<file path="src/rtl/pi_level_encoder.sv">
// Eight-level strict-priority request encoder: latches requests, offers the top
// eligible level through a two-state handshake and tracks granted-but-uncleared levels.
module pi_level_encoder (
    input  logic       clk,
    input  logic       rst_n,
    input  logic       pi_on,
    input  logic [0:7] req,
    input  logic [0:7] clear,
    input  logic       ack,
    output logic       en,
    output logic [0:2] sel,
    output logic [0:7] held,
    output logic [0:7] pend
);

    localparam logic ST_IDLE  = 1'b0;
    localparam logic ST_OFFER = 1'b1;

    logic       state_q, state_d;
    logic [0:2] sel_q, sel_d;
    logic [0:7] pend_q, pend_d;
    logic [0:7] held_q, held_d;

    logic [0:7] grant;
    logic [0:7] elig;
    logic       any_elig;
    logic [0:2] pick;
    logic       blk;

    always_comb begin
        grant = '0;
        for (int l = 0; l < 8; l++) begin
            grant[l] = (state_q == ST_OFFER) && ack && (sel_q == 3'(l));
        end
    end

    // A level is blocked when it or any higher-priority level is still held.
    always_comb begin
        elig = '0;
        blk  = 1'b0;
        for (int l = 0; l < 8; l++) begin
            blk     = blk | held_q[l];
            elig[l] = pend_q[l] & ~blk;
        end
    end

    always_comb begin
        any_elig = 1'b0;
        pick     = 3'd0;
        for (int l = 7; l >= 0; l--) begin
            if (elig[l]) begin
                any_elig = 1'b1;
                pick     = 3'(l);
            end
        end
    end

    always_comb begin
        pend_d = req | (pend_q & ~grant);
        held_d = (held_q & ~clear) | grant;
    end

    always_comb begin
        state_d = state_q;
        sel_d   = sel_q;
        case (state_q)
            ST_IDLE: begin
                if (pi_on && any_elig) begin
                    state_d = ST_OFFER;
                    sel_d   = pick;
                end
            end
            ST_OFFER: begin
                if (ack) begin
                    state_d = ST_IDLE;
                end
            end
            default: state_d = ST_IDLE;
        endcase
    end

    always_ff @(posedge clk) begin
        if (!rst_n) begin
            state_q <= ST_IDLE;
            sel_q   <= 3'd0;
            pend_q  <= '0;
            held_q  <= '0;
        end else begin
            state_q <= state_d;
            sel_q   <= sel_d;
            pend_q  <= pend_d;
            held_q  <= held_d;
        end
    end

    assign en   = (state_q == ST_OFFER);
    assign sel  = sel_q;
    assign held = held_q;
    assign pend = pend_q;

endmodule
</file>
<file path="config.mk">
export PLATFORM = sky130hd
export DESIGN_NAME = pi_level_encoder
export DESIGN_NICKNAME = d
export VERILOG_FILES = /design/src/rtl/pi_level_encoder.sv
export SDC_FILE = /design/constraint.sdc
export NUM_CORES = 1
export LEC_CHECK = 0
export CAP_MARGIN = 20
export CORE_UTILIZATION = 40
export CTS_CLUSTER_DIAMETER = 30
export CTS_CLUSTER_SIZE = 20
export DETAILED_ROUTE_END_ITERATION = 10
export MAX_ROUTING_LAYER = met4
export PLACE_DENSITY = 0.82
export SLEW_MARGIN = 20
export SYNTH_ARGS = -nofsm -noshare
export SYNTH_HDL_FRONTEND = slang
export SYNTH_SLANG_ARGS = --single-unit
</file>
<file path="constraint.sdc">
create_clock -name clk -period 1.9 [get_ports clk]
set_clock_uncertainty 0.15 [all_clocks]
set_input_delay 0.285 -clock clk [delete_from_list [all_inputs] [get_ports clk]]
set_output_delay 0.285 -clock clk [all_outputs]
set_load 0.005 [all_outputs]
</file>
==> results, run 1 <==
- The flow ran to the end, and the final reports show no timing, DRC or antenna violations.
- Summed over all layers, the routed wires come to 2190 um.
- Dividing total power by cell area gives a power density of 645 nW/um^2.
- The sink of the worst hold path is held[7].
- The via total after detailed routing is 865.
- The detail route stage leaves a number of antenna-violating nets equal to 0.
- The path type of the worst setup path is flip-flop to primary output.
- The family with the most delay on the worst path is buffers and inverters.
- The placeable core region is 2040 um^2.
- The launch point of the worst hold path is held[7].
- In the layout the commonest cells are 39 x sky130_fd_sc_hd__clkdlybuf4s50_1, 20 x sky130_fd_sc_hd__dfxtp_1, 12 x sky130_fd_sc_hd__nor2b_1.
- The total of max-cap violations is 0.
- The floorplan step set the die width to 49.7 um.
- Counting distinct cell types in the post-synthesis netlist gives 27.
- The pin count of the biggest net entering global routing is 19.
- The setup check on the worst reg-to-reg path leaves a slack of 0.25 ns.
- The worst setup path is captured at a primary output.
- Setup repair after global routing left no endpoint under its margin.
- No sink is reached through more buffers than the 2 on the longest clock path.
- In this run the count of I/O pins placed on the die edge is 40.
- The placed instance area is 1330 um^2.
- Traced cell by cell, the critical path runs through clkdlybuf4s50_1.
- Hold repair after CTS inserted 0 buffers.
- After clock tree synthesis, the setup repair step added 0 buffers.
- The post-route cell area is 1370 um^2.
- The root buffer cell chosen for the clock tree is sky130_fd_sc_hd__clkbuf_4.
- The share of total power dissipated in combinational logic is 19.9%.
- The clock latency of the later-clocked register in the worst-skew pair is 0.29 ns.
- The standby leakage power is 0.000501 uW.
- The routed length on met1 is 941 um.
- Each instance of the synthesized netlist takes up on average 8.82 um^2.
- The number of failing setup endpoints in the final timing report is 0.
- The final hold violation count is 0.
- The count of buffering cells on the critical path with inverters included is 1.
- The internal portion of the total power is 670 uW.
- The count of port buffers added during placement is 39.
- The library cell contributing the largest single delay on the critical path is sky130_fd_sc_hd__clkdlybuf4s50_1.
- The congestion estimate from routability-driven global placement came to 0.769.
- The number of cells after detailed placement is 168.
- The aggregate negative setup slack is 0 ns.
- In the routed design, unresolved DRC markers number 0.
- The total routing resource utilization after global routing is 20.0%.
- The maximum level of the CTS H-tree is 1.
- The floorplan has 16 rows.
- The worst min-delay path class is flip-flop to flip-flop.
- The non-filler instance count after layout is 172.
- The length of the first detailed-routing pass in iterations is 4.
- The floorplan step defined a die boundary enclosing 2470 um^2.
- Counting flops and latches in the post-synthesis netlist gives 20.
- At the pin with the least slew margin, the transition time is 0.311 ns.
- The placement-stage worst setup slack is 0.187 ns.
- The worst path required time is 1.46 ns.
- The post-synthesis sequential area ratio is 44.1%.
- The net count reported at finish is 166.
- The number of nets handed over by synthesis was 123.
- The initial antenna violation count is 0.
- The number of cells upsized or downsized after cts is 0.
- The largest stage delay on the critical path is 0.56 ns.
- The sequential share of power is 53.0%.
- The fraction of final layout cells sized beyond drive strength 1 is 6.90%.
- The endpoint of the worst-slack reg-to-reg timing path is sel[1].
- The TritonCTS buffer count is 3.
- The fraction of power consumed by the clock network is 27.1%.
- The routed length on met2 is 1170 um.
- After clock tree synthesis, the clock-pin slew on the worst setup and hold paths is 0.11 ns.
- The final critical path time including I/O delays and setup is 1.79 ns.
- Counting every instance in the synthesized netlist gives 103.
- The maximum ir drop on the vdd rail is 416 uV.
- The highest metal layer carrying signal wires in the routed design is met4.
- The clock tree from TritonCTS is yes.
- The via count normalized by instance count is 5.03.
- Dividing the final minimum period by the clock period gives 94.0%.
- The worst hold path was traced through 2 stages.
- STA classifies the critical path startpoint as a flip-flop.
- The number of max-slew violations in the final report is 0.
- The first global-routing pass estimated 3640 um of wire.
- The initial core utilization is 44.5%.
- At the worst endpoint, the arrival time is 1.35 ns.
- The average wire length per cell after detail routing is 12.7 um.
- The maximum clock frequency is 560 MHz.
- The overall die height is 49.7 um.
- Measured in cells, the most critical reg-to-reg path has a length of 5.
- The clock sink count is 20.
- The met3 wire length is 64 um.
- Measured against its own limit, the worst slew margin works out to 79.2%.
- The synthesized netlist occupies a cell area of 908 um^2.
- For this block, the initial DRC count from the detailed router was 8.
- The Yosys step of the flow raised 0 warnings.
- The most common cell after layout, fill and taps aside is sky130_fd_sc_hd__clkdlybuf4s50_1.
- The power dissipated by switching net loads is 214 uW.
- The total overflow reported by the global router is 0.
- The largest fanout on the critical path is 7.
- The switching power share of the total is 24.2%.
- The number of global-route vias before repair is 889.
- The number of antenna diodes in the final layout is 0.
- The startpoint of the worst register-to-register path is held[0].
- The area overhead of the layout relative to synthesis is 50.7%.
- Summed over all nets, the half-perimeter wirelength after detailed placement is 1760 um.
- After layout, the worst setup slack is 0.114 ns.
[power by group through the flow]
stage | logic (uW) | clock network (uW) | registers [uW]
3_3_place_gp | 171 | 0 | 476
4_1_cts | 176 | 251 | 467
3_5_place_dp | 175 | 0 | 477
2_1_floorplan | 79.2 | 0 | 473
5_1_grt | 191 | 266 | 472
6_report | 176 | 240 | 468
[synthesized netlist by cell type (all sizes together)]
master | n | area [um^2]
nand2 | 10 | 37.5
a31oi | 1 | 21.3
a21boi | 7 | 52.6
o21ai | 5 | 28.8
a21o | 2 | 15.0
and3b | 1 | 10.0
and3 | 1 | 6.26
mux2i | 2 | 20.0
clkbuf | 2 | 7.51
o2111ai | 1 | 8.76
a21oi | 10 | 50.1
nor2b | 12 | 75.1
o221a | 1 | 11.3
nand3 | 4 | 20.0
a32oi | 1 | 8.76
nor3 | 2 | 21.3
inv | 4 | 15.0
dfxtp | 20 | 400
o21a | 2 | 16.3
nand2b | 8 | 50.1
nor2 | 5 | 18.8
and2 | 1 | 6.26
or2b | 1 | 7.51
[cell type report]
type,count,area (um^2)
Fill cell,182,673
Multi-Input combinational cell,77,485
Sequential cell,20,400
Timing Repair Buffer,40,398
Clock buffer,4,36.3
Tap cell,27,33.8
Inverter,4,15.0
[flip-flops by register name (all words and copies together), names as in the netlist]
register  count
pend          8
held          8
sel           3
en            1
[stage by stage]
stage / total power (uW) / hold WS (ns) / utilization, %
2_1_floorplan: 552 / 0.274 / -
3_3_place_gp: 647 / 0.326 / 65.3
3_5_place_dp: 652 / 0.342 / 65.3
4_1_cts: 895 / 0.357 / 67.0
5_1_grt: 929 / 0.383 / 67.0
6_report: 883 / 0.357 / 67.0
[metal layers]
metal / vias up / GRT usage (%)
met5: - / -
met4: 0 / 8.57
met3: 2 / 2.78
met2: 23 / 35.1
met1: 402 / 22.3
li1: 438 / -
[how the worst max path moves through the flow]
stage | startpoint | endpoint | cells past startpoint
4_1_cts | held[0] | held[0] | 1
6_report | held[0] | held[0] | 1
2_1_floorplan | held[0] | sel[0] | 5
3_3_place_gp | ack | pend[3] | 6
3_5_place_dp | ack | pend[3] | 6
5_1_grt | sel[1] | sel[1] | 1
[cell families after synthesis]
| group | synth area share (%) |
|---|---|
| flip-flops | 44.1 |
| AO/OA/AOI/OAI | 23.4 |
| AND/OR/NAND/NOR | 27.8 |
| buffers and inverters | 2.48 |
| multiplexers | 2.20 |
No activity file was read; power rests on OpenSTA's default activity.
==> run 2: changes to the inputs <==
Settings changed: SKIP_LAST_GASP set to 1.
==> results of run 2 <==
No change in the layout: final DEF, timing and power equal those of run 1.
==> RTL edit: new RTL, config.mk and constraints of run 2 <==
Reset style: asynchronous (`rst_n`), changed in one clocked block.
--- a/src/rtl/pi_level_encoder.sv
+++ b/src/rtl/pi_level_encoder.sv
@@ -81,3 +81,3 @@
 
-    always_ff @(posedge clk) begin
+    always_ff @(posedge clk or negedge rst_n) begin
         if (!rst_n) begin
Function: differs if rst_n is asserted again (counterexample within 4 cycles, from zero or initial values and one cycle with rst_n low); with rst_n held inactive, the same outputs for 10 cycles.
==> RTL edit against run 2 <==
Critical endpoint is now sel[1]. Routed wire length shrank 1.0%. Count of clock-buffer cells in the layout unchanged. Sequential cell count did not move. Die area is 3.8% higher. Final area up 3.3%. Area after synthesis increased by 4.0%. Setup slack better by 0.014 ns. Global-route usage fell by 0.14 points.
Power is not compared: it rests on default switching activity, and its combinational part moved more than twofold at a synthesized area within 25%.
==> RTL edit: results (changes against run 2) <==
| Metric | Value |
|---|---|
| Area post-placement | 1380 um2 (was 1330 um2) |
| Hpwl dp | 1690 um (was 1760 um) |
| PortBufs | 39 (unchanged) |
| Layout cells sized above 1 | 11.9% (was 6.90%) |
| DP Worst Slack | 0.158 ns (was 0.187 ns) |
| Final Cycle Share | 93.2% (was 94.0%) |
| Combinational share of power | between 30% and 40% |
| CP peak stage delay | 0.54 ns (was 0.56 ns) |
| WL final | 2170 um (was 2190 um) |
| Longest Clk Path Bufs | 2 (unchanged) |
| Synthesized Nets | 111 (was 123) |
| Nets | 156 (was 166) |
| Global-route wire length before repair | 3590 um (was 3640 um) |
| Distinct cells, synth | 28 (was 27) |
| Highest-delay cell along the critical path | clkdlybuf4s50_1 (unchanged) |
| Worst hold-check path type | in -> async (was reg -> reg) |
| Vias in the first global route | 835 (was 889) |
| Fill cell count | 183 (was 182) |
| Drt initial violations | 10 (was 8) |
| Clock power frac | between 10% and 20% |
| Worst IR Drop VDD | roughly 0.55 mV |
| GPL Wtd Cong | 0.867 (was 0.769) |
| DRC Markers | 0 (unchanged) |
| Avg Cell Area, Syn | 10.4 um2 (was 8.82 um2) |
| Setup Buffers After CTS | 0 (unchanged) |
| Number of diodes | 0 (unchanged) |
| WHS | 0.145 ns (was 0.357 ns) |
| Outcome | finished clean (unchanged) |
| H-tree lvl count | 1 (unchanged) |
| Clk Latency, worst-skew pair | 0.31 ns (was 0.29 ns) |
| Pin count of the biggest net entering global routing | 21 (was 19) |
| Top cells by area, synth | dfrtp_1 53%, a21o_1 6.4%, o21ai_0 4.2% (was dfxtp_1 44%, nor2b_1 8.3%, a21boi_0 5.8%) |
| Post-CTS resize count | 0 (unchanged) |
| Drt via density | 5.07 (was 5.03) |
| Cell-internal power | 0.000916 W |
| Initial antenna violation count | 0 (unchanged) |
| Clk. pwr | approximately 0.00025 W |
| Vias | 826 (was 865) |
| Area growth syn-to-layout | 49.7% (was 50.7%) |
| CP delay by family, top | buffers and inverters (unchanged) |
| Total CTS buffers | 3 (unchanged) |
| Gr usage total | 19.8% (was 20.0%) |
| Slew headroom | 77.5% (was 79.2%) |
| Die Area | 2560 um2 (was 2470 um2) |
| Max Fanout on Critical Path | 7 (unchanged) |
| Leakage | about 0.57 nW |
| Top post-synthesis cells by count | 20 x dfrtp_1, 10 x inv_1, 8 x a21o_1, 8 x o21ai_0 (was 20 x dfxtp_1, 12 x nor2b_1, 10 x a21oi_1, 10 x nand2_1, 8 x nand2b_1) |
| Reg2Reg Setup Slack | 0.14 ns (was 0.25 ns) |
| Clock root buffer | clkbuf_4 (unchanged) |
| Async set-reset flop share out of synthesis | 100% (was 0%) |
| Sequential fraction of the synthesis area | 53.0% (was 44.1%) |
[RTL edit: kinds of logic (layout without fill, tap and decap cells)]
family	after synthesis	in the layout	share of synthesized area (%)
multiplexers	2	2	3.18
flip-flops	20	20	53.0
AO/OA/AOI/OAI	29	29	22.4
AND/OR/NAND/NOR	29	29	17.1
buffers and inverters	11	55	4.37
[RTL edit: worst paths after layout]
kind,startpoint,end
max reg2reg,held[2],sel[2]
min reg2reg,pend[3],pend[3]
max in group asynchronous,rst_n,sel[1]
max,sel[1],sel[1]
min in group clk,clear[2],held[2]
min,rst_n,held[4]
[RTL edit: layer usage]
metal  global-route usage [%]  vias to the layer above  share of wire, %
li1                         -                      400                 -
met1                     22.0                      388                43
met2                     32.0                       30                47
met3                     4.85                        8               6.8
met4                     12.0                        0               3.0
met5                        -                        -                 0
[RTL edit: final cells by class]
class                           count  area share, %
Sequential cell                    20           35.4
Clock buffer                        4           2.57
Tap cell                           28           2.48
Timing Repair Buffer               40           28.1
Inverter                           11           2.92
Multi-Input combinational cell     60           28.5
